==> config.mk <==
export PLATFORM = sky130hd
export DESIGN_NAME = sim_end
export DESIGN_NICKNAME = d
export VERILOG_FILES = /design/src/rtl/sim_end.sv
export SDC_FILE = /design/constraint.sdc
export NUM_CORES = 1
export LEC_CHECK = 0
export ABC_AREA = 1
export BUFFER_PORTS_ARGS = -buffer_cell sky130_fd_sc_hd__buf_2
export CELL_PAD_IN_SITES_DETAIL_PLACEMENT = 1
export CELL_PAD_IN_SITES_GLOBAL_PLACEMENT = 1
export CORE_MARGIN = 2
export CORE_UTILIZATION = 41
export DETAILED_ROUTE_END_ITERATION = 16
export HOLD_SLACK_MARGIN = 0.1
export PLACE_DENSITY = 0.81
export SYNTH_ARGS = -nofsm -noshare
export SYNTH_HDL_FRONTEND = slang
export SYNTH_SLANG_ARGS = --single-unit
export TNS_END_PERCENT = 20
==> constraint.sdc <==
create_clock -name sim_end_clk_ip -period 2 [get_ports sim_end_clk_ip]
set_input_delay 0.1 -clock sim_end_clk_ip [delete_from_list [all_inputs] [get_ports sim_end_clk_ip]]
set_output_delay 0.1 -clock sim_end_clk_ip [all_outputs]
set_load 0.01 [all_outputs]
==> src/rtl/sim_end.sv <==
// sim_end: end-of-test responder that sits beside the DUV.
// It tracks pass, fail and an activity watchdog, then raises a finish
// request with a status code. Simulation control acknowledges the request.
//
// Ports
//   sim_end_clk_ip         clock; all logic is on the rising edge
//   sim_end_rst_ip         synchronous active-high reset
//   sim_end_activity_ip    DUV activity strobe; restarts the watchdog
//   sim_end_pass_ip        test-pass event (pulse or level)
//   sim_end_fail_ip        test-fail event (pulse or level)
//   sim_end_wdog_limit_ip  idle-cycle limit; 0 disables the watchdog
//   sim_end_finish_ack_ip  acknowledge from simulation control (level)
//   sim_end_finish_req_op  finish request (level)
//   sim_end_status_op      00 none, 01 pass, 10 fail, 11 timeout
//   sim_end_cycles_op      cycles spent in RUN, saturating
//   sim_end_busy_op        high while in SETTLE or RUN
//
// state  | meaning
// -------+-----------------------------------------------
// IDLE   | held in reset, or first cycle after release
// SETTLE | waiting SETTLE cycles; only fail is honoured
// RUN    | counting cycles and watching for end events
// REQ    | finish request high, waiting for ack
// DONE   | request dropped, results held until reset
module sim_end #(
    parameter int COUNT_W = 32,
    parameter int WDOG_W  = 16,
    parameter int SETTLE  = 4
) (
    input  logic               sim_end_clk_ip,
    input  logic               sim_end_rst_ip,
    input  logic               sim_end_activity_ip,
    input  logic               sim_end_pass_ip,
    input  logic               sim_end_fail_ip,
    input  logic [WDOG_W-1:0]  sim_end_wdog_limit_ip,
    input  logic               sim_end_finish_ack_ip,
    output logic               sim_end_finish_req_op,
    output logic [1:0]         sim_end_status_op,
    output logic [COUNT_W-1:0] sim_end_cycles_op,
    output logic               sim_end_busy_op
);

    typedef enum logic [2:0] {
        S_IDLE   = 3'd0,
        S_SETTLE = 3'd1,
        S_RUN    = 3'd2,
        S_REQ    = 3'd3,
        S_DONE   = 3'd4
    } state_t;

    localparam logic [7:0]         SETTLE_LAST = 8'(SETTLE - 1);
    localparam logic [WDOG_W-1:0]  WDOG_ONE    = WDOG_W'(1);
    localparam logic [COUNT_W-1:0] CNT_ONE     = COUNT_W'(1);

    localparam logic [1:0] ST_NONE    = 2'b00;
    localparam logic [1:0] ST_PASS    = 2'b01;
    localparam logic [1:0] ST_FAIL    = 2'b10;
    localparam logic [1:0] ST_TIMEOUT = 2'b11;

    state_t             r_state;
    logic [7:0]         r_settle_cnt;
    logic [WDOG_W-1:0]  r_wdog;
    logic [COUNT_W-1:0] r_cycles;
    logic [1:0]         r_status;
    logic               r_req;
    logic               r_busy;

    state_t             w_state_nxt;
    logic [7:0]         w_settle_nxt;
    logic [WDOG_W-1:0]  w_wdog_nxt;
    logic [COUNT_W-1:0] w_cycles_nxt;
    logic [1:0]         w_status_nxt;
    logic [WDOG_W-1:0]  w_limit_m1;
    logic               w_expire;
    logic [COUNT_W-1:0] w_cycles_sat;

    // Expiry fires when this idle cycle would be the limit-th in a row.
    // A limit lowered below the running count only matches after wrap.
    assign w_limit_m1   = sim_end_wdog_limit_ip - WDOG_ONE;
    assign w_expire     = (sim_end_wdog_limit_ip != '0) && !sim_end_activity_ip
                          && (r_wdog == w_limit_m1);
    assign w_cycles_sat = (&r_cycles) ? r_cycles : r_cycles + CNT_ONE;

    always_comb begin
        w_state_nxt  = r_state;
        w_settle_nxt = r_settle_cnt;
        w_wdog_nxt   = r_wdog;
        w_cycles_nxt = r_cycles;
        w_status_nxt = r_status;
        case (r_state)
            S_IDLE: begin
                w_state_nxt  = S_SETTLE;
                w_settle_nxt = '0;
                w_wdog_nxt   = '0;
                w_cycles_nxt = '0;
                w_status_nxt = ST_NONE;
            end
            S_SETTLE: begin
                if (sim_end_fail_ip) begin
                    w_state_nxt  = S_REQ;
                    w_status_nxt = ST_FAIL;
                end else if (r_settle_cnt == SETTLE_LAST) begin
                    w_state_nxt = S_RUN;
                    w_wdog_nxt  = '0;
                end else begin
                    w_settle_nxt = r_settle_cnt + 8'd1;
                end
            end
            S_RUN: begin
                // The cycle carrying the end event is itself counted.
                w_cycles_nxt = w_cycles_sat;
                w_wdog_nxt   = sim_end_activity_ip ? '0 : r_wdog + WDOG_ONE;
                if (sim_end_fail_ip) begin
                    w_state_nxt  = S_REQ;
                    w_status_nxt = ST_FAIL;
                end else if (sim_end_pass_ip) begin
                    w_state_nxt  = S_REQ;
                    w_status_nxt = ST_PASS;
                end else if (w_expire) begin
                    w_state_nxt  = S_REQ;
                    w_status_nxt = ST_TIMEOUT;
                end
            end
            S_REQ: begin
                if (sim_end_finish_ack_ip) begin
                    w_state_nxt = S_DONE;
                end
            end
            S_DONE: begin
                w_state_nxt = S_DONE;
            end
            default: begin
                w_state_nxt = S_IDLE;
            end
        endcase
    end

    // Request and busy are registered from the next state so that they
    // line up with the state register without any input-to-output path.
    always_ff @(posedge sim_end_clk_ip) begin
        if (sim_end_rst_ip) begin
            r_state      <= S_IDLE;
            r_settle_cnt <= '0;
            r_wdog       <= '0;
            r_cycles     <= '0;
            r_status     <= ST_NONE;
            r_req        <= 1'b0;
            r_busy       <= 1'b0;
        end else begin
            r_state      <= w_state_nxt;
            r_settle_cnt <= w_settle_nxt;
            r_wdog       <= w_wdog_nxt;
            r_cycles     <= w_cycles_nxt;
            r_status     <= w_status_nxt;
            r_req        <= (w_state_nxt == S_REQ);
            r_busy       <= (w_state_nxt == S_SETTLE) || (w_state_nxt == S_RUN);
        end
    end

    assign sim_end_finish_req_op = r_req;
    assign sim_end_status_op     = r_status;
    assign sim_end_cycles_op     = r_cycles;
    assign sim_end_busy_op       = r_busy;

endmodule

==> results of run 1 <==
## state kept, by name (all words and copies together) (netlist names)
| name | cells |
|---|---|
| sim_end_cycles_op | 32 |
| r_wdog | 16 |
| r_settle_cnt | 8 |
| r_state | 3 |
| sim_end_status_op | 2 |
| sim_end_busy_op | 1 |
| sim_end_finish_req_op | 1 |
## report_power, final
group          total [µW]  internal (µW)  switching, µW
logic                 896            324            572
clock network        1200            641            556
registers            1330           1290           35.1
total                3420           2260           1160
## per-layer routing
layer,vias up,GRT usage (%),share of wire [%]
met5,-,0,0
met3,63,4.04,4.5
met4,0,11.3,4.0
met2,185,53.5,51
met1,2641,31.0,40
li1,2587,-,-
## logic make-up after synthesis
logic type,Yosys count
xor+xnor,20
buf+inv,106
fa+ha+maj,5
flops,63
compound gates,90
simple gates,443
## worst register-to-register path: cells and delay by family, from the launching register on
| family | cells | cell delay (ns) |
|---|---|---|
| AO/OA/AOI/OAI | 1 | 0.14 |
| flip-flops | 1 | 0.36 |
| XOR/XNOR | 1 | 0.14 |
| buffers and inverters | 3 | 0.33 |
| AND/OR/NAND/NOR | 5 | 1.07 |
## area by class of cell
| class | count | share of cell area (%) |
|---|---|---|
| multi-input combinational | 558 | 51.1 |
| sequential | 63 | 22.3 |
| timing repair buffer | 117 | 13.6 |
| inverter | 95 | 6.29 |
| tap | 140 | 3.07 |
| clock buffer | 11 | 2.65 |
| clock inverter | 5 | 0.987 |
## metrics by stage
step	instance area (µm²)	util [%]	setup slack (ns)	setup TNS (ns)
finish	5710	53.1	-0.110	-0.494
global route	5710	53.1	-0.208	-2.31
CTS	5500	51.2	0.00146	0
detailed placement	5240	48.8	-0.162	-1.93
global placement	5240	48.8	-0.0639	-0.252
floorplan	4460	-	0.0772	0
## cells in the mapped netlist, types with 3 or more instances
cell type / count / share of area [%]
sky130_fd_sc_hd__nor2_1: 96 / 8.1
sky130_fd_sc_hd__nor2_4: 3 / 0.76
sky130_fd_sc_hd__dfxtp_1: 63 / 28
sky130_fd_sc_hd__a21oi_1: 42 / 4.7
sky130_fd_sc_hd__nand2_2: 11 / 1.5
sky130_fd_sc_hd__nor3_2: 3 / 0.67
sky130_fd_sc_hd__nor3_1: 19 / 2.1
sky130_fd_sc_hd__nand3b_1: 7 / 1.2
sky130_fd_sc_hd__xnor2_1: 6 / 1.2
sky130_fd_sc_hd__nand3_1: 55 / 6.2
sky130_fd_sc_hd__xor2_1: 14 / 2.7
sky130_fd_sc_hd__or2_2: 7 / 0.98
sky130_fd_sc_hd__o21ai_0: 24 / 2.7
sky130_fd_sc_hd__clkbuf_1: 6 / 0.50
sky130_fd_sc_hd__nand2_1: 201 / 17
sky130_fd_sc_hd__nand4_1: 22 / 3.1
sky130_fd_sc_hd__a21oi_2: 10 / 2.0
sky130_fd_sc_hd__ha_1: 5 / 1.4
sky130_fd_sc_hd__nor2_2: 4 / 0.56
sky130_fd_sc_hd__nor4_1: 8 / 1.1
sky130_fd_sc_hd__inv_1: 88 / 7.4
sky130_fd_sc_hd__inv_2: 7 / 0.59
## cell usage in the layout (no fill, tap or decap), types with 11 or more instances in the layout
master / synthesis / layout
sky130_fd_sc_hd__buf_4: 0 / 55
sky130_fd_sc_hd__nand3_1: 55 / 55
sky130_fd_sc_hd__nand4_1: 22 / 22
sky130_fd_sc_hd__nor2_1: 96 / 86
sky130_fd_sc_hd__nand2_2: 11 / 11
sky130_fd_sc_hd__dfxtp_2: 0 / 11
sky130_fd_sc_hd__o21ai_0: 24 / 22
sky130_fd_sc_hd__buf_2: 2 / 57
sky130_fd_sc_hd__clkbuf_8: 0 / 11
sky130_fd_sc_hd__nand2_1: 201 / 198
sky130_fd_sc_hd__dfxtp_1: 63 / 52
sky130_fd_sc_hd__inv_1: 88 / 86
sky130_fd_sc_hd__nor3_1: 19 / 15
sky130_fd_sc_hd__a21oi_1: 42 / 42
sky130_fd_sc_hd__nor2_2: 4 / 12
sky130_fd_sc_hd__xor2_1: 14 / 14
## worst min-delay path by stage
| stage | from | end | slack (ns) | depth (start not counted) |
|---|---|---|---|---|
| floorplan | sim_end_rst_ip | r_settle_cnt[4]$_SDFFE_PP0P_ | 0.28 | 3 |
| global placement | sim_end_finish_ack_ip | r_state[2]$_SDFF_PP0_ | 0.46 | 3 |
| detailed placement | sim_end_finish_ack_ip | r_state[2]$_SDFF_PP0_ | 0.46 | 3 |
| CTS | sim_end_activity_ip | r_wdog[0]$_SDFFE_PP0P_ | 0.13 | 4 |
| global route | sim_end_activity_ip | r_wdog[0]$_SDFFE_PP0P_ | 0.17 | 4 |
| finish | sim_end_activity_ip | r_wdog[0]$_SDFFE_PP0P_ | 0.11 | 4 |
## what timing repair did
action                                  CTS  global route
hold endpoints to repair                  1             0
hold buffers                              1             0
buffers inserted                          4             5
endpoints found under the setup margin   25            46
cloned                                    0             1
gates resized for setup                   4            44
pin swaps                                 1            12
==> results.md, run 1 <==
Critical path:
- In this run the number of cells on the critical path is 10.
- The setup path with the least slack is of type reg -> reg.
- The kind of cell adding the most delay to the critical path is simple AND/OR/NAND/NOR gates.
- The delay contributed by the slowest stage of the critical path is 0.36 ns.
- The critical path capture point type is a flop.
- The worst path buffer plus inverter count is 3.
- The startpoint identified for the worst register-to-register timing path is sim_end_cycles_op[0]$_SDFFE_PP0P_.
- The capture point of the worst reg-to-reg path is sim_end_cycles_op[13]$_SDFFE_PP0P_.
- The largest fanout on the critical path is 6.
- The required time of the worst setup path is 2.29 ns.
- Walking the worst path, the cells encountered are buf_4, buf_4, nand3_1, nor2_1, inv_1, nor2_1, xnor2_1, nor2_1, nand2_1, a21oi_1.
- The cell at the slowest stage of the critical path is sky130_fd_sc_hd__dfxtp_2.
- The endpoint of the worst setup timing path is sim_end_cycles_op[13]$_SDFFE_PP0P_.
- The most frequent cell on the critical path is sky130_fd_sc_hd__nor2_1.
- The number of cell instances on the worst register-to-register path is 10.
- The worst path arrival time is 2.40 ns.
- The critical path startpoint category is a flop.
- The launching instance or port of the critical path is sim_end_cycles_op[0]$_SDFFE_PP0P_.
- For flop-to-flop paths, the worst setup slack is -0.11 ns.

Flow run:
- The tool flagged a number of max-cap violations equal to 0.

Logic synthesis:
- The async set or reset register ratio after synthesis is 0%.
- The number of unique standard cell types used by synthesis is 43.
- The multiplexer share of the synthesized area is 0%.
- The synthesized netlist cell count is 727.
- The xor-xnor portion of the synthesized cell area is 3.93%.
- The leading register cell type out of synthesis is sky130_fd_sc_hd__dfxtp_1.
- The synthesized netlist devotes 45.0% of its cell area to simple gates.
- The combined area of all synthesized cells is 4460 µm².
- The synthesized area divided by synthesized cell count is 6.14 µm².
- Summing the areas of all compound-gate instances in the mapped netlist gives 12.1% of the synthesized area.
- The Yosys step of the flow raised 0 warnings.
- By area, the combinational part of the netlist is dominated by simple AND/OR/NAND/NOR gates.
- Sequential cells were found to cover 28.3% of the synthesized design area.
- The number of enable-type register cells in the synthesized netlist is 0.
- When the netlist entered floorplanning its net count stood at 754.
- The number of register bits inferred by synthesis is 63.
- The fraction of the mapped netlist area in adder cells is 1.40%.

Finish:
- The net count of the finished layout is 871.
- The number of filler cells placed in the layout is 1549.
- Cells with a size suffix above 1 make up 25.4% of the layout.
- The finished layout holds 989 standard cells, fillers aside.
- Summing all multi-input logic gate instances after layout gives 2910 µm².
- The number of antenna diodes in the final layout is 0.
- The area overhead of the layout relative to synthesis is 27.9%.
- The register area is 1270 µm².

GRT:
- The initial antenna violation count is 0.
- The first-pass GRT wire length is 25.8 mm.
- The number of global-route vias before repair is 5493.
- The remaining global-route overflow is 0.
- Entering global routing, the biggest net connects 31 pins.
- The overall fraction of global-route tracks in use is 28.1%.

Die:
- The die height is 108 µm.
- After floorplanning, the core was sized to cover 10700 µm².
- The number of rows created at floorplan is 38.
- The width of the die is 108 µm.
- 58 I/O pins were placed.
- Once the floorplan was initialized, standard cells occupied 41.5% of the core.
- The overall die area is 11700 µm².

Pwr:
- The standby leakage power is 0.00250 µW.
- The power consumption is 3420 µW.
- The maximum resistive drop on vdd is 0.326 mV.
- In this run the power density over the cells is 600 nW/µm².

Routing:
- In the final routed layout, each cell accounts on average for 17.9 µm.
- The total wire length after detailed routing is 17.7 mm.
- The final route contains 5476 vias.
- The number of routed nets with antenna violations is 0.
- The via density per instance is 5.54.
- For this block, the initial DRC count from the detailed router was 399.
- The first TritonRoute pass finished after 4 iterations.
- The residual DRC count is 0.

STA:
- The total count of hold-check failures in the final report is 0.
- The fmax is 474 MHz.
- The post-route fraction of the period consumed by the critical path is 106%.
- Across all setup checks in the final design, the least slack found is -0.110 ns.
- The final hold slack is 0.114 ns.
- The clock tree skew after final layout is 0.00688 ns.
- The routed design could run at a clock period as short as 2.11 ns.
- Setup repair after global routing could not meet its margin everywhere.
- Setup violations remaining at the end of the flow were counted as 18.
- The actual transition at the worst max-transition pin is 0.808 ns.
- Headroom to the max-slew limit came out at 45.9%.
- The number of slew-limit violations in the final report is 0.

Clock network:
- TritonCTS built the clock tree.
- The number of clock sinks is 63.
- The number of buffers added by the clock tree synthesis step is 9.
- CTS placed an instance of sky130_fd_sc_hd__clkbuf_8 at the clock tree root.
- The maximum number of buffers from clock root to sink is 2.
- The clock latency of the later-clocked register in the worst-skew pair is 0.36 ns.
- The clock transition time at the flip-flop clock pins of the worst setup and hold paths is 0.08 ns.
- The depth of the CTS H-tree is 3.

Place:
- At the end of routability-driven placement, the weighted congestion stood at 0.901.
- After legalization and detailed placement, the total HPWL measured 12.6 mm.
- Including well taps, the total number of placed cells is 962.
- During placement, the flow inserted port buffers numbering 57.

Hold path:
- The path class of the tightest hold or removal check is in -> reg.

Status:
- The final reports fail on setup timing.
- The run finished, with violations left.
No activity file was read; power rests on OpenSTA's default activity.
==> run 2: changes to the inputs <==
- BUFFER_PORTS_ARGS: -buffer_cell sky130_fd_sc_hd__buf_2 -> -buffer_cell sky130_fd_sc_hd__buf_4
- SETUP_SLACK_MARGIN: not set -> 0.05
==> run 2 against run 1 <==
  * The run still ends with setup timing left
  * Register-to-register slack lost 0.02 ns
  * Die area did not move
  * Largest power group unchanged
  * Cell area is 5.7% higher
==> results.md, run 2 (same netlist as run 1, synthesis figures left out) <==
Critical path:
- The critical path capture point type is a flop (unchanged).
- The worst setup slack for register-to-register paths is -0.13 ns (was -0.11 ns).
- The worst path arrival time is 2.43 ns (was 2.40 ns).
- The capture point of the worst reg-to-reg path is sim_end_cycles_op[26]$_SDFFE_PP0P_ (was sim_end_cycles_op[13]$_SDFFE_PP0P_).
- CP cell instances: ha_4, inv_2, nor3_4, inv_2, nor2_4, inv_2, nor2_4, nand4_4, o21ai_4, buf_12, buf_8, nand2_1, a21oi_2 (was buf_4, buf_4, nand3_1, nor2_1, inv_1, nor2_1, xnor2_1, nor2_1, nand2_1, a21oi_1).
- The critical path class is reg -> reg (unchanged).
- The startpoint of the worst register-to-register path is sim_end_cycles_op[1]$_SDFFE_PP0P_ (was sim_end_cycles_op[0]$_SDFFE_PP0P_).
- The required time of the worst setup path came to 2.30 ns (was 2.29 ns).
- The launching instance or port of the critical path is sim_end_cycles_op[1]$_SDFFE_PP0P_ (was sim_end_cycles_op[0]$_SDFFE_PP0P_).
- The number of cell instances on the worst register-to-register path is 13 (was 10).
- The delay contributed by the slowest stage of the critical path is 0.37 ns (was 0.36 ns).
- The largest fanout on the critical path is 6 (unchanged).
- The critical path startpoint category is a flop (unchanged).
- The cell at the slowest stage of the critical path is sky130_fd_sc_hd__dfxtp_2 (unchanged).
- The most frequent cell on the critical path is sky130_fd_sc_hd__inv_2 (was sky130_fd_sc_hd__nor2_1).

STA:
- The fmax is 469 MHz (was 474 MHz).
- The clock period minus worst slack is 2.13 ns (was 2.11 ns).
- The number of setup violations in the final report came to 32 (was 18).
- The total count of hold-check failures in the final report came to 0 (unchanged).
- The post-route fraction of the period consumed by the critical path is 107% (was 106%).
- The clock tree skew after final layout is 0.00927 ns (was 0.00688 ns).
- The worst-case headroom to the max-slew limit is 66.3% (was 45.9%).
- The final critical-path setup slack is -0.131 ns (was -0.110 ns).
- Setup repair after global routing missed its margin: yes (unchanged).
- The number of slew-limit violations in the final report is 0 (unchanged).
- The actual transition at the worst max-transition pin is 0.506 ns (was 0.808 ns).

Pwr:
- The sequential share of power came to 36.4% (was 38.8%).
- The switching power share of the total is 32.9% (was 34.0%).
- The internal cell power is 2450 µW (was 2260 µW).
- The maximum resistive drop on vdd is 0.584 mV (was 0.326 mV).
- The power per cell area is 607 nW/µm² (was 600 nW/µm²).
- The standby leakage power is 0.00261 µW (was 0.00250 µW).
- The proportion of power drawn by the clock network was 35.2% (was 35.0%).
- The share of total power in combinational logic is 28.4% (was 26.2%).
- The total net switching power is 1210 µW (was 1160 µW).

GRT:
- The initial antenna violation count is 0 (unchanged).
- The met2 layer usage reported by global route came to 52.8% (was 53.5%).
- The overall fraction of global-route tracks in use is 28.7% (was 28.1%).
- The number of global-route vias before repair is 5481 (was 5493).
- The global-route met1 utilization is 32.1% (was 31.0%).
- The pin count of the biggest net entering global routing is 33 (was 31).
- The most heavily used metal layer in global routing is met2 (unchanged).
- The remaining global-route overflow was 0 (unchanged).
- The global routing met3 resource utilization is 3.92% (was 4.04%).
- The first-pass GRT wire length was 26.3 mm (was 25.8 mm).

Clock network:
- The maximum number of buffers from clock root to sink is 2 (unchanged).
- The CTS tree was done (unchanged).
- The number of clock sinks is 63 (unchanged).
- The clock transition time at the flip-flop clock pins of the worst setup and hold paths is 0.08 ns (about the same).
- The depth of the CTS H-tree is 3 (unchanged).
- The clock latency of the later-clocked register in the worst-skew pair is 0.37 ns (was 0.36 ns).
- The buffer cell driving the clock tree root is sky130_fd_sc_hd__clkbuf_8 (unchanged).
- The number of buffers added by the clock tree synthesis step was 9 (unchanged).

Routing:
- The via density per instance was 5.59 (was 5.54).
- The count of routing violations after the opening detailed-route iteration came to 389 (was 399).
- The residual DRC count was 0 (unchanged).
- The total wire length after detailed routing is 18.8 mm (was 17.7 mm).
- The number of vias after detailed routing is 5614 (was 5476).
- The average wire length per cell after detail routing came to 18.7 µm (was 17.9 µm).
- The number of routed nets with antenna violations is 0 (unchanged).
- The number of iterations in the first detailed-routing pass was 7 (was 4).

Place:
- The count of buffers from port buffering is 57 (unchanged).
- The post-detailed-placement half-perimeter wirelength is 12.8 mm (was 12.6 mm).
- The number of placed instances with taps included was 966 (was 962).
- The placer congestion estimate is 0.937 (was 0.901).
- The pre-CTS worst setup slack is -0.125 ns (was -0.162 ns).

Finish:
- The final standard cell count with taps included and fillers excluded is 1005 (was 989).
- The most common cell after layout, fill and taps aside is sky130_fd_sc_hd__nand2_1 (unchanged).
- The net count of the finished layout is 887 (was 871).
- The flip-flop count of the largest register after layout is 32 (unchanged).
- Most frequent cells in the layout: 196 x sky130_fd_sc_hd__nand2_1, 124 x sky130_fd_sc_hd__buf_4, 86 x sky130_fd_sc_hd__inv_1, 84 x sky130_fd_sc_hd__nor2_1, 54 x sky130_fd_sc_hd__dfxtp_1 (was 198 x sky130_fd_sc_hd__nand2_1, 86 x sky130_fd_sc_hd__inv_1, 86 x sky130_fd_sc_hd__nor2_1, 57 x sky130_fd_sc_hd__buf_2).
- The area overhead of the layout relative to synthesis was 35.3% (was 27.9%).
- The antenna diode count came to 0 (unchanged).
- The proportion of layout cells with a drive suffix above 1 is 27.6% (was 25.4%).

Status:
- Result of the run: finished with violations (unchanged).
- Violations in the final reports: setup timing (unchanged).

Die:
- The width of the die is 108 µm (unchanged).
- The count of boundary I/O pins is 58 (unchanged).
- The die height is 108 µm (unchanged).
- The area of the core is 10700 µm² (unchanged).
- The overall die area is 11700 µm² (unchanged).
- The effective utilization at floorplan was 41.5% (unchanged).
- The number of rows created at floorplan is 38 (unchanged).

Hold path:
- The worst hold path endpoint was sim_end_cycles_op[9]$_SDFFE_PP0P_ (was r_wdog[0]$_SDFFE_PP0P_).
- The cell count of the worst hold path came to 2 (was 4).
- The hold path startpoint is sim_end_rst_ip (was sim_end_activity_ip).
- The class of the worst hold path is in -> reg (unchanged).

Flow run:
- The count of maximum capacitance violations is 0 (unchanged).
[run 2: cell count changes in the layout (fill, tap and decap cells not counted), sizes merged]
cell and change:
clkbuf +2, buf +16, clkinv -2, dlygate4sd3 +1, clkinvlp -1
[run 2: worst max-delay path by stage]
| stage | end | slack, ns | depth (start not counted) |
|---|---|---|---|
| 6_report | sim_end_cycles_op[26]$_SDFFE_PP0P_ | -0.13 | 13 |
| 5_1_grt | sim_end_cycles_op[19]$_SDFFE_PP0P_ | -0.22 | 13 |
| 4_1_cts | sim_end_cycles_op[17]$_SDFFE_PP0P_ | 0.004 | 14 |
| 3_5_place_dp | sim_end_busy_op$_SDFF_PP0_ | -0.12 | 14 |
| 3_3_place_gp | sim_end_busy_op$_SDFF_PP0_ | -0.06 | 14 |
| 2_1_floorplan | sim_end_cycles_op[27]$_SDFFE_PP0P_ | 0.08 | 13 |
[run 2: through the flow]
stage          instance area [µm²]  setup TNS (ns)  utilization (%)  hold slack [ns]  power [µW]
2_1_floorplan                 4460               0                -            0.276        1800
3_3_place_gp                  5420         -0.0833             50.4            0.441        2100
3_5_place_dp                  5420          -0.554             50.4            0.456        2130
4_1_cts                       5670               0             52.7            0.168        3410
5_1_grt                       6030           -4.84             56.1            0.201        3800
6_report                      6030           -2.26             56.1            0.186        3660
[run 2: area by class of cell]
type,instances,area (µm²)
inverter,95,359
tap,140,175
sequential,63,1270
clock inverter,2,35.0
fill,1484,4710
timing repair buffer,133,1050
multi-input combinational,558,2950
clock buffer,14,193
[run 2: per-layer routing]
metal  vias to the layer above  part of all wire, %
met5                         -                    0
met4                         0                  4.1
met3                        68                  5.2
met2                       228                   51
met1                      2701                   39
li1                       2617                    -
[run 2: worst max-delay path, delay by kind of cell, from the launching register on]
kind	cells	cell delay (ns)
flip-flops	1	0.37
adder cells (fa/ha/maj)	1	0.16
AO/OA/AOI/OAI	2	0.37
buffers and inverters	5	0.50
AND/OR/NAND/NOR	5	0.67
[run 2: timing repair]
item	CTS	global route
setup buffers	0	21
setup endpoints to repair	18	57
endpoints found under the hold margin	2	0
hold buffers	2	0
pin swaps	0	20
gates resized for setup	3	62
[run 2: power groups by stage]
stage	Combinational [µW]	Sequential (µW)	Clock, µW
floorplan	442	1350	0
global placement	751	1350	0
detailed placement	781	1350	0
CTS	797	1320	1290
global route	1120	1330	1350
finish	1040	1330	1290
==> run 3: changes to the inputs <==
==> constraint.sdc (replaced) <==
create_clock -name sim_end_clk_ip -period 2 [get_ports sim_end_clk_ip]
set_input_delay 0.2 -clock sim_end_clk_ip [delete_from_list [all_inputs] [get_ports sim_end_clk_ip]]
set_output_delay 0.2 -clock sim_end_clk_ip [all_outputs]
set_load 0.01 [all_outputs]
==> run 3 against run 2 <==
  * The flow now finishes without violations
  * Cell area is 1.9% lower
  * Clock skew is 0.0028 ns lower
  * Die area stayed put
  * Register-to-register slack better by 0.19 ns
  * Sequential cell count stayed put
  * Sequential share of layout area is 0.36 points higher
  * Critical path depth is 3 lower
  * Global-route usage is 0.54 points higher
  * Maximum frequency is 9.6% higher
  * Sequential power hardly changed
  * Critical path type unchanged
  * Largest cell class unchanged
  * Largest power group unchanged
  * Highest routed layer unchanged
==> results.md, run 3 (same netlist as run 1, synthesis figures left out) <==
STA:
- The worst-case headroom to the max-slew limit came to 66.1% (was 66.3%).
- The number of slew-limit violations in the final report is 0 (unchanged).
- The number of setup violations in the final report is 0 (was 32).
- The total count of hold-check failures in the final report is 0 (unchanged).
- Setup repair after global routing missed its margin: yes (unchanged).
- The clock tree skew after final layout is 0.00648 ns (was 0.00927 ns).
- The fmax is 514 MHz (was 469 MHz).
- The final critical-path setup slack is 0.0562 ns (was -0.131 ns).
- The clock period minus worst slack came to 1.94 ns (was 2.13 ns).
- The actual transition at the worst max-transition pin came to 0.503 ns (was 0.506 ns).
- The post-route fraction of the period consumed by the critical path is 97.2% (was 107%).

Place:
- The count of buffers from port buffering is 57 (unchanged).
- The placer congestion estimate is 0.895 (was 0.937).
- The post-detailed-placement half-perimeter wirelength is 12.9 mm (was 12.8 mm).
- The pre-CTS worst setup slack is -0.229 ns (was -0.125 ns).
- The number of placed instances with taps included came to 970 (was 966).

Clock network:
- The depth of the CTS H-tree was 3 (unchanged).
- The hold buffer count at cts is 0 (was 2).
- The clock transition time at the flip-flop clock pins of the worst setup and hold paths came to 0.07 ns (was 0.08 ns).
- The clock latency of the later-clocked register in the worst-skew pair is 0.35 ns (was 0.37 ns).
- The CTS tree is done (unchanged).
- The number of buffers added by the clock tree synthesis step is 9 (unchanged).
- The number of clock sinks was 63 (unchanged).
- The maximum number of buffers from clock root to sink is 2 (unchanged).
- The buffer cell driving the clock tree root was sky130_fd_sc_hd__clkbuf_8 (unchanged).

Finish:
- The flip-flop count of the largest register after layout was 32 (unchanged).
- The number of filler cells placed in the layout is 1511 (was 1484).
- Most frequent cells in the layout: 192 x sky130_fd_sc_hd__nand2_1, 118 x sky130_fd_sc_hd__buf_4, 86 x sky130_fd_sc_hd__nor2_1, 85 x sky130_fd_sc_hd__inv_1, 57 x sky130_fd_sc_hd__dfxtp_1 (was 196 x sky130_fd_sc_hd__nand2_1, 124 x sky130_fd_sc_hd__buf_4, 86 x sky130_fd_sc_hd__inv_1, 84 x sky130_fd_sc_hd__nor2_1, 54 x sky130_fd_sc_hd__dfxtp_1).
- The register area is 1270 µm² (about the same).
- The most common cell after layout, fill and taps aside is sky130_fd_sc_hd__nand2_1 (unchanged).
- The antenna diode count was 0 (unchanged).
- The total area of multi-input combinational cells is 2940 µm² (was 2950 µm²).
- The proportion of layout cells with a drive suffix above 1 is 27.1% (was 27.6%).
- The area overhead of the layout relative to synthesis is 32.6% (was 35.3%).
- The final standard cell count with taps included and fillers excluded is 995 (was 1005).
- The net count of the finished layout is 879 (was 887).

Pwr:
- The standby leakage power is 0.00258 µW (was 0.00261 µW).
- The share of total power in combinational logic is 27.4% (was 28.4%).
- The maximum resistive drop on vdd is 0.391 mV (was 0.584 mV).
- The total net switching power is 1090 µW (was 1210 µW).
- The proportion of power drawn by the clock network was 32.9% (was 35.2%).
- The internal cell power is 2250 µW (was 2450 µW).
- The sequential share of power was 39.8% (was 36.4%).
- The switching power share of the total is 32.7% (was 32.9%).
- The power per cell area is 564 nW/µm² (was 607 nW/µm²).
- The power consumption is 3330 µW (was 3660 µW).

Critical path:
- The critical path startpoint category is a flop (unchanged).
- The worst path arrival time came to 2.23 ns (was 2.43 ns).
- The required time of the worst setup path is 2.29 ns (was 2.30 ns).
- The critical path class is reg -> reg (unchanged).
- The critical path capture point type is a flop (unchanged).
- The largest fanout on the critical path is 6 (unchanged).

Flow run:
- The count of maximum capacitance violations is 0 (unchanged).

GRT:
- The remaining global-route overflow is 0 (unchanged).
- The initial antenna violation count is 0 (unchanged).
- The pin count of the biggest net entering global routing is 31 (was 33).
- The overall fraction of global-route tracks in use is 29.3% (was 28.7%).
- The number of global-route vias before repair is 5572 (was 5481).
- The first-pass GRT wire length is 26.9 mm (was 26.3 mm).

Routing:
- The residual DRC count is 0 (unchanged).
- The number of routed nets with antenna violations is 0 (unchanged).
- The total wire length after detailed routing is 17.4 mm (was 18.8 mm).
- The number of iterations in the first detailed-routing pass was 4 (was 7).
- The average wire length per cell after detail routing was 17.5 µm (was 18.7 µm).
- The number of vias after detailed routing is 5398 (was 5614).
- The via density per instance was 5.43 (was 5.59).
- The count of routing violations after the opening detailed-route iteration came to 279 (was 389).

Die:
- The overall die area is 11700 µm² (unchanged).
- The effective utilization at floorplan is 41.5% (unchanged).
- The number of rows created at floorplan is 38 (unchanged).
- The count of boundary I/O pins was 58 (unchanged).
- The area of the core came to 10700 µm² (unchanged).
- The die height is 108 µm (unchanged).
- The width of the die was 108 µm (unchanged).

Status:
- Result of the run: complete, no violations (was finished with violations).

Hold path:
- The class of the worst hold path is in -> reg (unchanged).
## run 3: cell types whose count changed in the layout (fill, tap and decap cells not counted), sizes merged
cell	delta
dlygate4sd3	-2
clkinv	-1
buf	-7
## run 3: critical path: stages (launching register included)
cell and delay, ns:
sky130_fd_sc_hd__dfxtp_1 0.43, sky130_fd_sc_hd__nand2_1 0.15, sky130_fd_sc_hd__nor2_1 0.18, sky130_fd_sc_hd__nand2_1 0.14
sky130_fd_sc_hd__nor2_4 0.14, sky130_fd_sc_hd__nand4_4 0.13, sky130_fd_sc_hd__o21ai_4 0.23, sky130_fd_sc_hd__buf_4 0.16
sky130_fd_sc_hd__clkbuf_16 0.14, sky130_fd_sc_hd__nand2_2 0.05, sky130_fd_sc_hd__a21oi_2 0.12
## run 3: routing by layer
metal / up-vias / track usage [%] / share of wire, %
li1: 2602 / - / -
met1: 2623 / 32.8 / 40
met2: 123 / 54.4 / 53
met3: 50 / 3.74 / 3.2
met4: 0 / 14.1 / 3.6
met5: - / 0 / 0
## run 3: layout make-up
| cell class | instances | share of cell area, % |
|---|---|---|
| Timing Repair Buffer | 125 | 16.8 |
| Tap cell | 140 | 2.96 |
| Clock buffer | 13 | 2.52 |
| Clock inverter | 1 | 0.508 |
| Sequential cell | 63 | 21.5 |
| Inverter | 95 | 6.03 |
| Multi-Input combinational cell | 558 | 49.7 |
## run 3: power groups by stage
stage,clock [µW],sequential [µW],combinational (µW)
3_3_place_gp,0,1350,758
2_1_floorplan,0,1350,442
6_report,1100,1330,912
5_1_grt,1150,1330,994
3_5_place_dp,0,1350,785
4_1_cts,1110,1330,824
## run 3: final timing paths
path,end,cells past startpoint,startpoint,slack (ns)
worst max-delay path,sim_end_cycles_op[27]$_SDFFE_PP0P_,10,sim_end_cycles_op[13]$_SDFFE_PP0P_,0.06
worst min-delay path,r_state[2]$_SDFF_PP0_,3,sim_end_finish_ack_ip,0.21
worst min register to register,r_settle_cnt[5]$_SDFFE_PP0P_,2,r_settle_cnt[5]$_SDFFE_PP0P_,0.49
worst max register to register,sim_end_cycles_op[27]$_SDFFE_PP0P_,10,sim_end_cycles_op[13]$_SDFFE_PP0P_,0.06
## run 3: timing repair
action                     in CTS  in global routing
pin swaps                       3                 10
setup endpoints to repair      35                 51
setup buffers                   4                  6
gates cloned                    0                  1
resized for setup              13                 49
## run 3: per-stage QoR
| step | utilization [%] | TNS, ns | instance area, µm² | hold WS, ns |
|---|---|---|---|---|
| after global placement | 50.7 | -0.554 | 5450 | 0.467 |
| final | 55.1 | 0 | 5920 | 0.211 |
| after floorplan | - | 0 | 4460 | 0.376 |
| after detailed placement | 50.7 | -1.04 | 5450 | 0.482 |
| after global routing | 55.1 | -0.702 | 5920 | 0.231 |
| after CTS | 52.9 | 0 | 5680 | 0.203 |
